## src/rtl/axi_ad7124_pkg.sv

```systemverilog
// Shared types and helpers for the AD7124 thermocouple sample buffer.
package axi_ad7124_pkg;

  localparam int unsigned TC_WORD_W    = 32;
  localparam int unsigned ADC_DATA_W   = 24;
  localparam int unsigned ADC_STATUS_W = 8;
  localparam int unsigned ADC_CH_W     = 4;
  localparam int unsigned RD_ADDR_W    = 3;

  typedef enum logic {
    R_EMPTY = 1'b0,
    R_FULL  = 1'b1
  } rd_state_t;

  typedef struct packed {
    logic [ADC_STATUS_W-1:0] status;
    logic [ADC_DATA_W-1:0]   data;
  } tc_word_t;

  function automatic tc_word_t pack_tc_word(input logic [ADC_STATUS_W-1:0] status,
                                            input logic [ADC_DATA_W-1:0]   data);
    tc_word_t w;
    w.status = status;
    w.data   = data;
    return w;
  endfunction

endpackage

```

## src/rtl/axi_ad7124_tc_buffer_if.sv

```systemverilog
// Conversion-in and bank-read signals of one thermocouple buffer.
interface axi_ad7124_tc_buffer_if;
  import axi_ad7124_pkg::*;

  logic                    adc_valid;
  logic [ADC_CH_W-1:0]     adc_channel;
  logic [ADC_DATA_W-1:0]   adc_data;
  logic [ADC_STATUS_W-1:0] adc_status;
  logic                    bram_en;
  logic [RD_ADDR_W-1:0]    bram_addr;
  logic [TC_WORD_W-1:0]    bram_dout;
  logic                    valid;
  logic                    ready;

  modport master (
    output adc_valid, adc_channel, adc_data, adc_status, bram_en, bram_addr, ready,
    input  bram_dout, valid
  );

  modport slave (
    input  adc_valid, adc_channel, adc_data, adc_status, bram_en, bram_addr, ready,
    output bram_dout, valid
  );
endinterface

```

## src/rtl/axi_ad7124_tc_dpram.sv

```systemverilog
// Simple dual-port RAM: one write port, one registered read port with a zero-return option.
module axi_ad7124_tc_dpram
  import axi_ad7124_pkg::*;
#(
  parameter int unsigned DEPTH  = 16,
  parameter int unsigned ADDR_W = 4
) (
  input  logic              clk,
  input  logic              resetn,
  input  logic              we,
  input  logic [ADDR_W-1:0] waddr,
  input  tc_word_t          wdata,
  input  logic              re,
  input  logic [ADDR_W-1:0] raddr,
  input  logic              rzero,
  output tc_word_t          rdata
);

  tc_word_t mem [DEPTH];

  // Storage array is intentionally left unreset so it maps onto RAM primitives.
  always_ff @(posedge clk) begin
    if (we) begin
      mem[waddr] <= wdata;
    end
  end

  always_ff @(posedge clk) begin
    if (!resetn) begin
      rdata <= '0;
    end else if (re) begin
      rdata <= rzero ? tc_word_t'('0) : mem[raddr];
    end
  end

endmodule

```

## src/rtl/axi_ad7124_tc_buffer.sv

```systemverilog
// Per-board thermocouple ping-pong buffer: gathers a full channel set, then hands it to the reader.
module axi_ad7124_tc_buffer
  import axi_ad7124_pkg::*;
#(
  parameter int unsigned NUM_CH = 8,
  parameter int unsigned CNT_W  = 16
) (
  input  logic                        clk,
  input  logic                        resetn,
  input  logic                        sync,
  axi_ad7124_tc_buffer_if.slave       bus,
  output logic [CNT_W-1:0]            stat_overrun_cnt,
  output logic [CNT_W-1:0]            stat_badch_cnt
);

  localparam int unsigned RAM_AW    = RD_ADDR_W + 1;
  localparam int unsigned RAM_DEPTH = 2 ** RAM_AW;
  localparam int unsigned RD_EXT_W  = RD_ADDR_W + 1;

  rd_state_t          state, state_nxt;
  logic [NUM_CH-1:0]  mask, mask_nxt, mask_wr;
  logic               wr_bank, wr_bank_nxt;
  logic               valid_q;
  logic               ram_we;
  logic               overrun_inc, badch_inc;
  logic               ch_ok, rd_oob;
  tc_word_t           wr_word, rd_word;

  assign ch_ok   = bus.adc_channel < ADC_CH_W'(NUM_CH);
  assign rd_oob  = {1'b0, bus.bram_addr} >= RD_EXT_W'(NUM_CH);
  assign wr_word = pack_tc_word(bus.adc_status, bus.adc_data);

  // Capture, set completion, bank swap and read-side handoff.
  always_comb begin
    state_nxt   = state;
    mask_nxt    = mask;
    wr_bank_nxt = wr_bank;
    ram_we      = 1'b0;
    overrun_inc = 1'b0;
    badch_inc   = 1'b0;
    mask_wr     = mask;

    if (sync) begin
      mask_nxt  = '0;
      state_nxt = R_EMPTY;
    end else begin
      if (bus.adc_valid) begin
        if (ch_ok) begin
          ram_we  = 1'b1;
          mask_wr = mask | (NUM_CH'(1) << bus.adc_channel);
        end else begin
          badch_inc = 1'b1;
        end
      end

      if (state == R_FULL && bus.ready) begin
        state_nxt = R_EMPTY;
      end

      // Completion is judged on the mask including this cycle's write.
      if (&mask_wr) begin
        mask_nxt = '0;
        if (state == R_EMPTY || bus.ready) begin
          wr_bank_nxt = ~wr_bank;
          state_nxt   = R_FULL;
        end else begin
          overrun_inc = 1'b1;
        end
      end else begin
        mask_nxt = mask_wr;
      end
    end
  end

  always_ff @(posedge clk) begin
    if (!resetn) begin
      state            <= R_EMPTY;
      mask             <= '0;
      wr_bank          <= 1'b0;
      valid_q          <= 1'b0;
      stat_overrun_cnt <= '0;
      stat_badch_cnt   <= '0;
    end else begin
      state   <= state_nxt;
      mask    <= mask_nxt;
      wr_bank <= wr_bank_nxt;
      valid_q <= (state_nxt == R_FULL);
      if (overrun_inc && stat_overrun_cnt != '1) begin
        stat_overrun_cnt <= stat_overrun_cnt + CNT_W'(1);
      end
      if (badch_inc && stat_badch_cnt != '1) begin
        stat_badch_cnt <= stat_badch_cnt + CNT_W'(1);
      end
    end
  end

  axi_ad7124_tc_dpram #(
    .DEPTH  (RAM_DEPTH),
    .ADDR_W (RAM_AW)
  ) u_ram (
    .clk    (clk),
    .resetn (resetn),
    .we     (ram_we),
    .waddr  ({wr_bank, bus.adc_channel[RD_ADDR_W-1:0]}),
    .wdata  (wr_word),
    .re     (bus.bram_en),
    .raddr  ({~wr_bank, bus.bram_addr}),
    .rzero  (rd_oob),
    .rdata  (rd_word)
  );

  assign bus.valid     = valid_q;
  assign bus.bram_dout = rd_word;

endmodule

```

## src/flat_wrapper.sv

```systemverilog
// flat-port wrapper written by rule: the top's interface ports become plain ports
module axi_ad7124_tc_buffer_flat import axi_ad7124_pkg::*;
#(
  parameter int unsigned NUM_CH = 8,
  parameter int unsigned CNT_W  = 16
)
  (clk, resetn, sync, stat_overrun_cnt, stat_badch_cnt, bus_adc_valid, bus_adc_channel, bus_adc_data, bus_adc_status, bus_bram_en, bus_bram_addr, bus_ready, bus_bram_dout, bus_valid);
  axi_ad7124_tc_buffer_if bus_i ();
  input  logic clk;
  input  logic resetn;
  input  logic sync;
  output logic [CNT_W-1:0] stat_overrun_cnt;
  output logic [CNT_W-1:0] stat_badch_cnt;
  input wire logic [$bits(bus_i.adc_valid)-1:0] bus_adc_valid;
  input wire logic [$bits(bus_i.adc_channel)-1:0] bus_adc_channel;
  input wire logic [$bits(bus_i.adc_data)-1:0] bus_adc_data;
  input wire logic [$bits(bus_i.adc_status)-1:0] bus_adc_status;
  input wire logic [$bits(bus_i.bram_en)-1:0] bus_bram_en;
  input wire logic [$bits(bus_i.bram_addr)-1:0] bus_bram_addr;
  input wire logic [$bits(bus_i.ready)-1:0] bus_ready;
  output wire logic [$bits(bus_i.bram_dout)-1:0] bus_bram_dout;
  output wire logic [$bits(bus_i.valid)-1:0] bus_valid;
  assign bus_i.adc_valid = bus_adc_valid;
  assign bus_i.adc_channel = bus_adc_channel;
  assign bus_i.adc_data = bus_adc_data;
  assign bus_i.adc_status = bus_adc_status;
  assign bus_i.bram_en = bus_bram_en;
  assign bus_i.bram_addr = bus_bram_addr;
  assign bus_i.ready = bus_ready;
  assign bus_bram_dout = bus_i.bram_dout;
  assign bus_valid = bus_i.valid;
  axi_ad7124_tc_buffer #(.NUM_CH(NUM_CH), .CNT_W(CNT_W)) u_core (.clk(clk), .resetn(resetn), .sync(sync), .bus(bus_i), .stat_overrun_cnt(stat_overrun_cnt), .stat_badch_cnt(stat_badch_cnt));
endmodule
```

## config.mk

```make
export PLATFORM = sky130hd
export DESIGN_NAME = axi_ad7124_tc_buffer_flat
export DESIGN_NICKNAME = d
export VERILOG_FILES = /design/src/rtl/axi_ad7124_pkg.sv /design/src/rtl/axi_ad7124_tc_buffer_if.sv /design/src/rtl/axi_ad7124_tc_dpram.sv /design/src/rtl/axi_ad7124_tc_buffer.sv /design/src/flat_wrapper.sv
export SDC_FILE = /design/constraint.sdc
export NUM_CORES = 1
export LEC_CHECK = 0
export CAP_MARGIN = 20
export CORE_ASPECT_RATIO = 2
export CORE_MARGIN = 2
export CORE_UTILIZATION = 44
export DETAILED_ROUTE_END_ITERATION = 8
export PLACE_DENSITY = 0.59
export SYNTH_ARGS = -nofsm -noshare
export SYNTH_HDL_FRONTEND = slang
export SYNTH_SLANG_ARGS = --single-unit
export TNS_END_PERCENT = 20
```

## constraint.sdc

```tcl
create_clock -name clk -period 11.2 [get_ports clk]
set_clock_uncertainty 0.2 [all_clocks]
set_input_delay 3.36 -clock clk [delete_from_list [all_inputs] [get_ports clk]]
set_output_delay 3.36 -clock clk [all_outputs]
set_load 0.01 [all_outputs]
```

==> results of run 1 <==
## Yosys cell counts (all sizes together)
master and count:
nand2b 11, and2 2, nand2 24, clkbuf 28
mux4 160, nor4 3, ha 2, a211oi 1
mux2i 41, xnor2 5, nor3b 3, and4 3
or3 6, and3b 1, nand3 13, nor4b 1
nor2b 2, buf 24, edfxtp 512, xor2 9
or2 1, dfxtp 74, o21ai 5, nand4 12
a21oi 13, or4b 1, inv 4, nand3b 2
or4 7, nor2 74, nor3 8, o31ai 6
and3 3, and2b 1, a31oi 8
## power groups by stage
| stage | sequential, mW | combinational, mW | clock (mW) |
|---|---|---|---|
| 2_1_floorplan | 2.45 | 0.107 | 0 |
| 3_3_place_gp | 2.45 | 0.191 | 0 |
| 3_5_place_dp | 2.45 | 0.195 | 0 |
| 4_1_cts | 2.40 | 0.195 | 1.94 |
| 5_1_grt | 2.40 | 0.207 | 2.01 |
| 6_report | 2.40 | 0.191 | 1.90 |
## worst max path at each step
stage / from / depth (start not counted) / end / slack (ns)
CTS: bus_bram_addr[1] / 6 / u_core.u_ram.rdata[5]$_SDFFE_PN0P_ / 5.22
detailed placement: bus_bram_addr[1] / 6 / u_core.u_ram.rdata[8]$_SDFFE_PN0P_ / 4.62
global route: bus_bram_addr[1] / 6 / u_core.u_ram.rdata[10]$_SDFFE_PN0P_ / 5.10
finish: bus_bram_addr[1] / 6 / u_core.u_ram.rdata[5]$_SDFFE_PN0P_ / 5.24
global placement: bus_bram_addr[1] / 6 / u_core.u_ram.rdata[8]$_SDFFE_PN0P_ / 4.62
floorplan: bus_adc_channel[0] / 4 / u_core.u_ram.mem[3][0]$_DFFE_PP_ / 4.24
## worst min-delay path, stage by stage, from the launching register on
cell and delay [ns]:
dfxtp_1 0.31, a31oi_1 0.05, nor2_1 0.08
## cell type report
| type | count | area share (%) |
|---|---|---|
| clock inverters | 30 | 1.73 |
| flip-flops and latches | 586 | 64.5 |
| inverters | 4 | 0.0575 |
| diodes | 1 | 0.00958 |
| repair buffers | 132 | 4.80 |
| well taps | 654 | 3.13 |
| clock buffers | 62 | 5.16 |
| multi-input cells | 428 | 20.6 |
## registers in the layout, indices dropped and copies added, names as in the netlist
register                 count
u_core.mask                  8
u_core.stat_badch_cnt       16
u_core.stat_overrun_cnt     16
u_core.state                 1
u_core.u_ram.mem           512
u_core.u_ram.rdata          32
u_core.wr_bank               1
## logic make-up (layout without fill, tap and decap cells)
family / count (synthesis) / count (layout) / synth area share, %
fa+ha+maj: 2 / 2 / 0.112
simple gates: 178 / 178 / 4.10
xor+xnor: 14 / 14 / 0.547
other cells: 0 / 1 / 0
compound gates: 33 / 33 / 0.860
buf+inv: 56 / 228 / 1.25
mux: 201 / 201 / 17.9
flops: 586 / 586 / 75.2
## layer usage
layer,up-vias,part of all wire [%]
met2,298,54
met4,2,2.2
li1,4671,-
met5,-,0.032
met3,69,4.3
met1,5831,39
## through the flow
| stage | worst slack [ns] | std cells | hold WS, ns | cell area [um2] | utilization, % |
|---|---|---|---|---|---|
| final | 5.24 | 1897 | 0.276 | 26100 | 51.6 |
| after global placement | 4.62 | 1804 | 0.261 | 24300 | 48.0 |
| after floorplan | 4.24 | 1070 | 0.239 | 22400 | - |
| after global routing | 5.10 | 1896 | 0.316 | 26100 | 51.6 |
| after detailed placement | 4.62 | 1804 | 0.265 | 24300 | 48.0 |
| after CTS | 5.22 | 1896 | 0.281 | 26100 | 51.6 |
==> impl_metrics.csv, run 1 <==
group,metric,value,unit
detailed_routing,vias,10871,
setup_path,slowest_delay,0.84,ns
sta,min_period,5.96,ns
cells_and_area,multiInputGateArea,5380,um2
power,netSwitchingFraction,19.8,%
setup_path,ff2ff_path_depth,4,
power,p_sw,0.890,mW
logic_synthesis,postSynthAreaPerCell,20.9,um2
global_route,grtUsageTotal,19.3,%
sta,tightest_slew,1.09,ns
cts,post-cts-setup-buffers,0,
logic_synthesis,synth_top_area_cell,"edfxtp_1",
cts,cts_hold_buffers,0,
detailed_routing,vias_per_cell,5.73,
cells_and_area,drive_above_1_share,23.8,%
cts,cts_max_path_buffers,3,
setup_path,critical_path_buf_inv_count,2,
detailed_routing,drt-wirelength-per-cell,26.3,um
logic_synthesis,yosysWarnings,0,
global_route,globalRouteMet2Util,35.0,%
die,pin_count,110,
placement,routabilityCongestion,0.810,
logic_synthesis,syn_inst,1070,
cts,cts-htree-levels,2,
sta,final_max_slew_viol_count,0,
power,p_int,3.60,mW
global_route,grt_max_degree,71,
worst_hold_path,min_path_type,"flop to flop",
flow_run,cap_violations,0,
cells_and_area,area_delta_synth_final,16.6,%
setup_path,critical-path-top-delay-family,"buffers and inverters",
status,status,"complete, no violations",
setup_path,end_kind,"flop",
detailed_routing,drt_pass1_iterations,5,
die,dieArea,52900,um2
cells_and_area,num-nets-final,1249,
sta,maxSlewHeadroom,27.1,%
sta,setup_tns,0,ns
global_route,grt_pass1_wl,73500,um
global_route,grtUsageMet1,24.0,%
logic_synthesis,synth_nets,1117,
setup_path,reg2reg_from,"u_core.wr_bank$_SDFFE_PN0P_",
cts,post_cts_resized,0,
global_route,grt_use_met3,2.41,%
global_route,globalRoute.busiestLayer,"met2",
die,coreArea,50700,um2
cells_and_area,layout_commonest_cell,"edfxtp_1",
detailed_routing,ant_nets,0,
placement,port_buffers,109,
power,powerDensity,172,nW/um2
cells_and_area,fillers,4097,
cts,clk_latency,0.58,ns
cells_and_area,mostFrequentLayoutCells,"512 x edfxtp_1, 160 x mux4_2, 105 x clkdlybuf4s50_1",
global_route,antenna_found_initial,1,
power,power.share.clock,42.3,%
detailed_routing,route.detailed.drc,0,
setup_path,slowest_stage,"buf_4",
setup_path,crit_type,"input port to flop",
setup_path,arrival,6.18,ns
die,die_w,164,um
power,power,4.49,mW
setup_path,critical_path.cell_chain,"buf_4, buf_4, mux4_2, mux4_2, mux2i_1, nor2_1",
power,combPwrFrac,4.2,%
placement,hpwlAfterDp,25700,um
global_route,grt_pass1_vias,11463,
cts,clock-sinks,586,
setup_path,path_max_fanout,70,
logic_synthesis,ys_seq_area_share,75.2,%
sta,hold_violations,0,
cts,cts_tree,"done",
cells_and_area,layout.area.seq,16900,um2
power,p_leak,8.16,nW
sta,setup_viol,0,
logic_synthesis,yosys-top-cells-area,"edfxtp_1 69%, mux4_2 16%, dfxtp_1 6.6%",
cts,cts_inserted_buffers,50,
setup_path,required,11.42,ns
setup_path,startpoint_type,"input port",
die,dieHeight,323,um
sta,rsz0062_at_grt,"no",
sta,max_freq,0.168,GHz
worst_hold_path,hold_end,"u_core.mask[5]$_SDFF_PP0_",
cts,cts_root_buf,"clkbuf_16",
logic_synthesis,synth.distinct_cells,45,
power,p_seq_share,53.5,%
logic_synthesis,netlist.area_leader.share,68.6,%
sta,fin_crit_sh,53.2,%
global_route,grt_overflow,0,
cts,path_clk_slew,0.07,ns
setup_path,rr_endpoint,"u_core.u_ram.mem[9][25]$_DFFE_PP_",
detailed_routing,routed_wl,49900,um
die,start_util,44.2,%
worst_hold_path,hold_path_depth,2,
die,rows,117,
logic_synthesis,syn-cell-area,22400,um2
worst_hold_path,worstHoldStart,"u_core.mask[5]$_SDFF_PP0_",
detailed_routing,drt-initial-drc-count,803,
logic_synthesis,ys_ff_latch,586,
power,ir_worst_vdd,139,uV
setup_path,worst-r2r-setup-slack,8.05,ns
(Power assumes the default switching activity.)
==> run 2, diff against run 1 <==
==> constraint.sdc (replaced) <==
create_clock -name clk -period 5.9 [get_ports clk]
set_clock_uncertainty 0.2 [all_clocks]
set_input_delay 1.77 -clock clk [delete_from_list [all_inputs] [get_ports clk]]
set_output_delay 1.77 -clock clk [all_outputs]
set_load 0.01 [all_outputs]
==> impl_metrics.csv, run 2 (synthesized netlist as in run 1, its figures left out) <==
group,metric,value,unit
status,status,"complete, no violations",
setup_path,path_max_fanout,32,
setup_path,slowest_stage,"or4_1",
sta,hold_violations,0,
cts,clock-sinks,586,
cells_and_area,drive_above_1_share,23.9,%
cts,cts_root_buf,"clkbuf_16",
power,ir_worst_vdd,195,uV
global_route,grt_max_degree,55,
worst_hold_path,min_path_type,"flop to flop",
cts,post_cts_resized,0,
sta,rsz0062_at_grt,"no",
sta,tightest_slew,0.963,ns
cts,clk_latency,0.58,ns
worst_hold_path,hold_end,"u_core.mask[6]$_SDFF_PP0_",
power,power.share.clock,40.8,%
die,dieArea,52900,um2
power,p_leak,8.18,nW
power,netSwitchingFraction,20.0,%
setup_path,startpoint_type,"input port",
sta,setup_tns,0,ns
detailed_routing,routed_wl,48400,um
die,coreArea,50700,um2
setup_path,arrival,4.03,ns
cts,cts_tree,"done",
setup_path,required,5.91,ns
die,die_w,164,um
worst_hold_path,worstHoldStart,"u_core.mask[6]$_SDFF_PP0_",
power,power,8.32,mW
die,start_util,44.2,%
setup_path,crit_type,"input port to flop",
cts,post-cts-setup-buffers,0,
die,rows,117,
detailed_routing,ant_nets,0,
cts,cts_inserted_buffers,50,
cells_and_area,mostFrequentLayoutCells,"512 x edfxtp_1, 160 x mux4_2, 105 x clkdlybuf4s50_1",
placement,port_buffers,109,
setup_path,critical_path_buf_inv_count,3,
global_route,grt_pass1_wl,72400,um
setup_path,ff2ff_path_depth,4,
sta,final_max_slew_viol_count,0,
detailed_routing,drt_pass1_iterations,5,
setup_path,rr_endpoint,"u_core.u_ram.mem[8][20]$_DFFE_PP_",
cells_and_area,largest_reg_flops,512,
sta,maxSlewHeadroom,35.8,%
power,p_int,6.66,mW
global_route,grt_pass1_vias,11321,
power,combPwrFrac,4.5,%
cells_and_area,reg_top3,"u_core.u_ram.mem: 512 flops, u_core.u_ram.rdata: 32 flops",
sta,min_period,4.02,ns
sta,max_freq,0.249,GHz
cells_and_area,area_delta_synth_final,16.7,%
detailed_routing,drt-wirelength-per-cell,25.4,um
power,p_sw,1.66,mW
global_route,grt_overflow,0,
setup_path,critical_path.cell_chain,"clkdlybuf4s50_1, inv_1, or4_1, nor3_2, buf_4",
global_route,antenna_found_initial,2,
sta,setup_viol,0,
detailed_routing,vias,10745,
sta,fin_crit_sh,68.1,%
die,dieHeight,323,um
cts,cts_hold_buffers,0,
cts,path_clk_slew,0.06,ns
setup_path,worst-r2r-setup-slack,2.79,ns
cts,cts-htree-levels,2,
setup_path,slowest_delay,0.72,ns
worst_hold_path,hold_path_depth,2,
power,p_seq_share,54.7,%
setup_path,reg2reg_from,"u_core.wr_bank$_SDFFE_PN0P_",
cells_and_area,layout_commonest_cell,"edfxtp_1",
setup_path,critical-path-top-delay-family,"buffers and inverters",
detailed_routing,route.detailed.drc,0,
cells_and_area,fillers,4064,
flow_run,cap_violations,0,
die,pin_count,110,
cells_and_area,largest-register,"u_core.u_ram.mem",
cts,cts_max_path_buffers,3,
power,powerDensity,318,nW/um2
detailed_routing,drt-initial-drc-count,881,
global_route,grtUsageTotal,18.9,%
placement,routabilityCongestion,0.811,
detailed_routing,vias_per_cell,5.64,
cells_and_area,num-nets-final,1258,
placement,hpwlAfterDp,27200,um
setup_path,end_kind,"flop",
-- run 2: layout make-up --
class | count | area (um2) | share of cell area [%]
Clock inverter | 24 | 308 | 1.18
Clock buffer | 68 | 1370 | 5.24
Timing Repair Buffer | 141 | 1400 | 5.34
Antenna cell | 1 | 2.50 | 0.00957
Tap cell | 654 | 818 | 3.13
Inverter | 4 | 15.0 | 0.0574
Multi-Input combinational cell | 428 | 5380 | 20.6
Sequential cell | 586 | 16900 | 64.5
-- run 2: worst max path at each step --
stage	start	endpoint	slack, ns	cells past startpoint
after global placement	bus_adc_channel[0]	u_core.u_ram.mem[3][18]$_DFFE_PP_	1.30	5
after global routing	bus_adc_valid	u_core.u_ram.mem[8][20]$_DFFE_PP_	1.68	6
after CTS	bus_adc_channel[0]	u_core.u_ram.mem[3][28]$_DFFE_PP_	1.87	5
after detailed placement	bus_adc_channel[0]	u_core.u_ram.mem[3][18]$_DFFE_PP_	1.25	5
final	bus_adc_channel[0]	u_core.u_ram.mem[3][27]$_DFFE_PP_	1.88	5
after floorplan	bus_adc_channel[0]	u_core.u_ram.mem[3][0]$_DFFE_PP_	0.53	4
-- run 2: worst reg2reg max path, stage by stage, from the launching register on --
cell and delay [ns]:
dfxtp_2 0.31, buf_4 0.72, nand2b_1 0.47, nor2_4 0.82
buf_4 0.31
-- run 2: layer usage --
| layer | vias to the layer above | global-route usage, % | share of wire, % |
|---|---|---|---|
| li1 | 4685 | - | - |
| met1 | 5703 | 22.6 | 38 |
| met2 | 290 | 35.2 | 55 |
| met3 | 65 | 2.73 | 4.6 |
| met4 | 2 | 5.22 | 2.2 |
| met5 | - | 0 | 0.023 |
-- run 2: stage by stage --
stage | std cells | utilization (%) | hold WS (ns) | setup slack [ns] | area, um2
after detailed placement | 1813 | 48.3 | 0.259 | 1.25 | 24500
after floorplan | 1070 | - | 0.239 | 0.533 | 22400
after CTS | 1905 | 51.6 | 0.278 | 1.87 | 26100
final | 1906 | 51.6 | 0.283 | 1.88 | 26200
after global routing | 1905 | 51.6 | 0.312 | 1.68 | 26100
after global placement | 1813 | 48.3 | 0.260 | 1.30 | 24500
-- run 2: power groups by stage --
stage / Combinational [mW] / Clock [mW] / Sequential (mW)
global placement: 0.379 / 0 / 4.64
detailed placement: 0.385 / 0 / 4.64
finish: 0.375 / 3.40 / 4.55
floorplan: 0.203 / 0 / 4.65
CTS: 0.386 / 3.47 / 4.55
global route: 0.405 / 3.62 / 4.55
==> run 3, diff against run 2 <==
--- a/config.mk
+++ b/config.mk
@@ -10,7 +10,7 @@
 export CORE_MARGIN = 2
 export CORE_UTILIZATION = 44
 export DETAILED_ROUTE_END_ITERATION = 8
-export PLACE_DENSITY = 0.59
+export PLACE_DENSITY = 0.62
 export SYNTH_ARGS = -nofsm -noshare
 export SYNTH_HDL_FRONTEND = slang
 export SYNTH_SLANG_ARGS = --single-unit
==> constraint.sdc (replaced) <==
create_clock -name clk -period 3.5 [get_ports clk]
set_clock_uncertainty 0.2 [all_clocks]
set_input_delay 1.05 -clock clk [delete_from_list [all_inputs] [get_ports clk]]
set_output_delay 1.05 -clock clk [all_outputs]
set_load 0.01 [all_outputs]
==> impl_metrics.csv, run 3 (synthesized netlist as in run 1, its figures left out) <==
group,metric,value,unit
status,status,"complete, no violations",
cts,clock-sinks,586,
detailed_routing,ant_nets,0,
cts,cts_root_buf,"clkbuf_16",
global_route,grtUsageTotal,18.8,%
sta,max_freq,0.332,GHz
die,pin_count,110,
die,coreArea,50700,um2
global_route,antenna_found_initial,1,
power,p_int,11.4,mW
power,p_seq_share,53.7,%
worst_hold_path,hold_path_depth,2,
placement,port_buffers,109,
setup_path,crit_type,"input port to flop",
cts,cts_tree,"done",
cells_and_area,layout.cells.non_filler,1949,
detailed_routing,drt-wirelength-per-cell,24.9,um
sta,setup_tns,0,ns
placement,pre_cts_ws,-0.0961,ns
power,power.share.clock,41.6,%
cts,post-cts-setup-buffers,0,
sta,fin_crit_sh,86.0,%
power,p_leak,8.52,nW
setup_path,ff2ff_path_depth,4,
cells_and_area,drive_above_1_share,26.7,%
global_route,grt_pass1_wl,72900,um
cts,cts_max_path_buffers,3,
setup_path,path_max_fanout,8,
cts,post_cts_resized,0,
setup_path,end_kind,"flop",
cells_and_area,diodes,0,
power,ir_worst_vdd,459,uV
sta,hold_violations,0,
cts,cts_inserted_buffers,50,
die,die_w,164,um
cells_and_area,largest_reg_flops,512,
sta,rsz0062_at_grt,"no",
setup_path,startpoint_type,"input port",
detailed_routing,drt-initial-drc-count,936,
global_route,grt_max_degree,65,
cts,path_clk_slew,0.07,ns
setup_path,required,3.59,ns
power,netSwitchingFraction,20.4,%
setup_path,arrival,3.10,ns
cts,clk_latency,0.59,ns
detailed_routing,vias,10853,
placement,routabilityCongestion,0.829,
sta,setup_viol,0,
detailed_routing,drt_pass1_iterations,5,
cells_and_area,mostFrequentLayoutCells,"512 x edfxtp_1, 160 x mux4_2, 105 x clkdlybuf4s50_1",
sta,maxSlewHeadroom,54.5,%
worst_hold_path,min_path_type,"flop to flop",
cts,cts_hold_buffers,0,
die,dieHeight,323,um
cells_and_area,num-nets-final,1300,
power,combPwrFrac,4.6,%
die,dieArea,52900,um2
global_route,grt_pass1_vias,11480,
cells_and_area,finish.instance_area,26900,um2
power,powerDensity,530,nW/um2
cts,cts-htree-levels,2,
cells_and_area,layout_commonest_cell,"edfxtp_1",
placement,dp.cells,1855,
die,rows,117,
cells_and_area,area_delta_synth_final,20.2,%
global_route,grt_overflow,0,
detailed_routing,vias_per_cell,5.57,
sta,final_max_slew_viol_count,0,
sta,min_period,3.01,ns
placement,placed_cell_area,25200,um2
detailed_routing,routed_wl,48500,um
power,power,14.3,mW
sta,layout_setup_ws,0.489,ns
die,start_util,44.2,%
detailed_routing,route.detailed.drc,0,
power,p_sw,2.91,mW
cells_and_area,largest-register,"u_core.u_ram.mem",
flow_run,cap_violations,0,
cells_and_area,reg_top3,"u_core.u_ram.mem: 512 flops, u_core.u_ram.rdata: 32 flops",
placement,hpwlAfterDp,29400,um
sta,tightest_slew,0.683,ns
[run 3: cell count changes in the layout (fill, tap and decap cells not counted), sizes merged]
cell,previous run,this run
buf,35,77
bufinv,7,9
clkbuf,69,56
clkinv,12,21
diode,1,0
inv,6,10
[run 3: critical path, stage by stage]
cell	delay, ns
clkdlybuf4s50_1	0.65
inv_1	0.11
or4_1	0.52
buf_4	0.20
nor3_4	0.32
buf_4	0.24
[run 3: power groups by stage]
stage               sequential, mW  combinational (mW)  clock, mW
floorplan                     7.83               0.342          0
global placement              7.82               0.666          0
detailed placement            7.82               0.675          0
CTS                           7.67               0.677       6.09
global route                  7.67               0.713       6.34
finish                        7.67               0.661       5.94
[run 3: path summary, 6_finish.rpt]
path                                             startpoint                             endpoint  slack (ns)
worst max register to register  u_core.wr_bank$_SDFFE_PN0P_  u_core.u_ram.rdata[10]$_SDFFE_PN0P_        1.07
worst max-delay path                     bus_adc_channel[0]     u_core.u_ram.mem[3][1]$_DFFE_PP_        0.49
worst min-delay path              u_core.mask[4]$_SDFF_PP0_            u_core.mask[4]$_SDFF_PP0_        0.28
worst min register to register    u_core.mask[4]$_SDFF_PP0_            u_core.mask[4]$_SDFF_PP0_        0.28
[run 3: layout make-up]
| type | count | area, um2 |
|---|---|---|
| Clock buffer | 55 | 1300 |
| Inverter | 4 | 15.0 |
| Tap cell | 654 | 818 |
| Clock inverter | 39 | 467 |
| Fill cell | 4002 | 23700 |
| Timing Repair Buffer | 183 | 2080 |
| Multi-Input combinational cell | 428 | 5400 |
| Sequential cell | 586 | 16900 |
[run 3: metrics by stage]
stage	utilization [%]	hold WS [ns]
2_1_floorplan	-	0.239
3_3_place_gp	49.7	0.264
3_5_place_dp	49.7	0.266
4_1_cts	53.2	0.285
5_1_grt	53.2	0.313
6_report	53.2	0.280
[run 3: per-layer routing]
layer / vias to the layer above / track usage (%) / routed length (um)
li1: 4777 / - / -
met1: 5767 / 23.3 / 18700
met2: 253 / 34.7 / 26900
met3: 54 / 2.45 / 1820
met4: 2 / 4.87 / 988
met5: - / 0 / 13
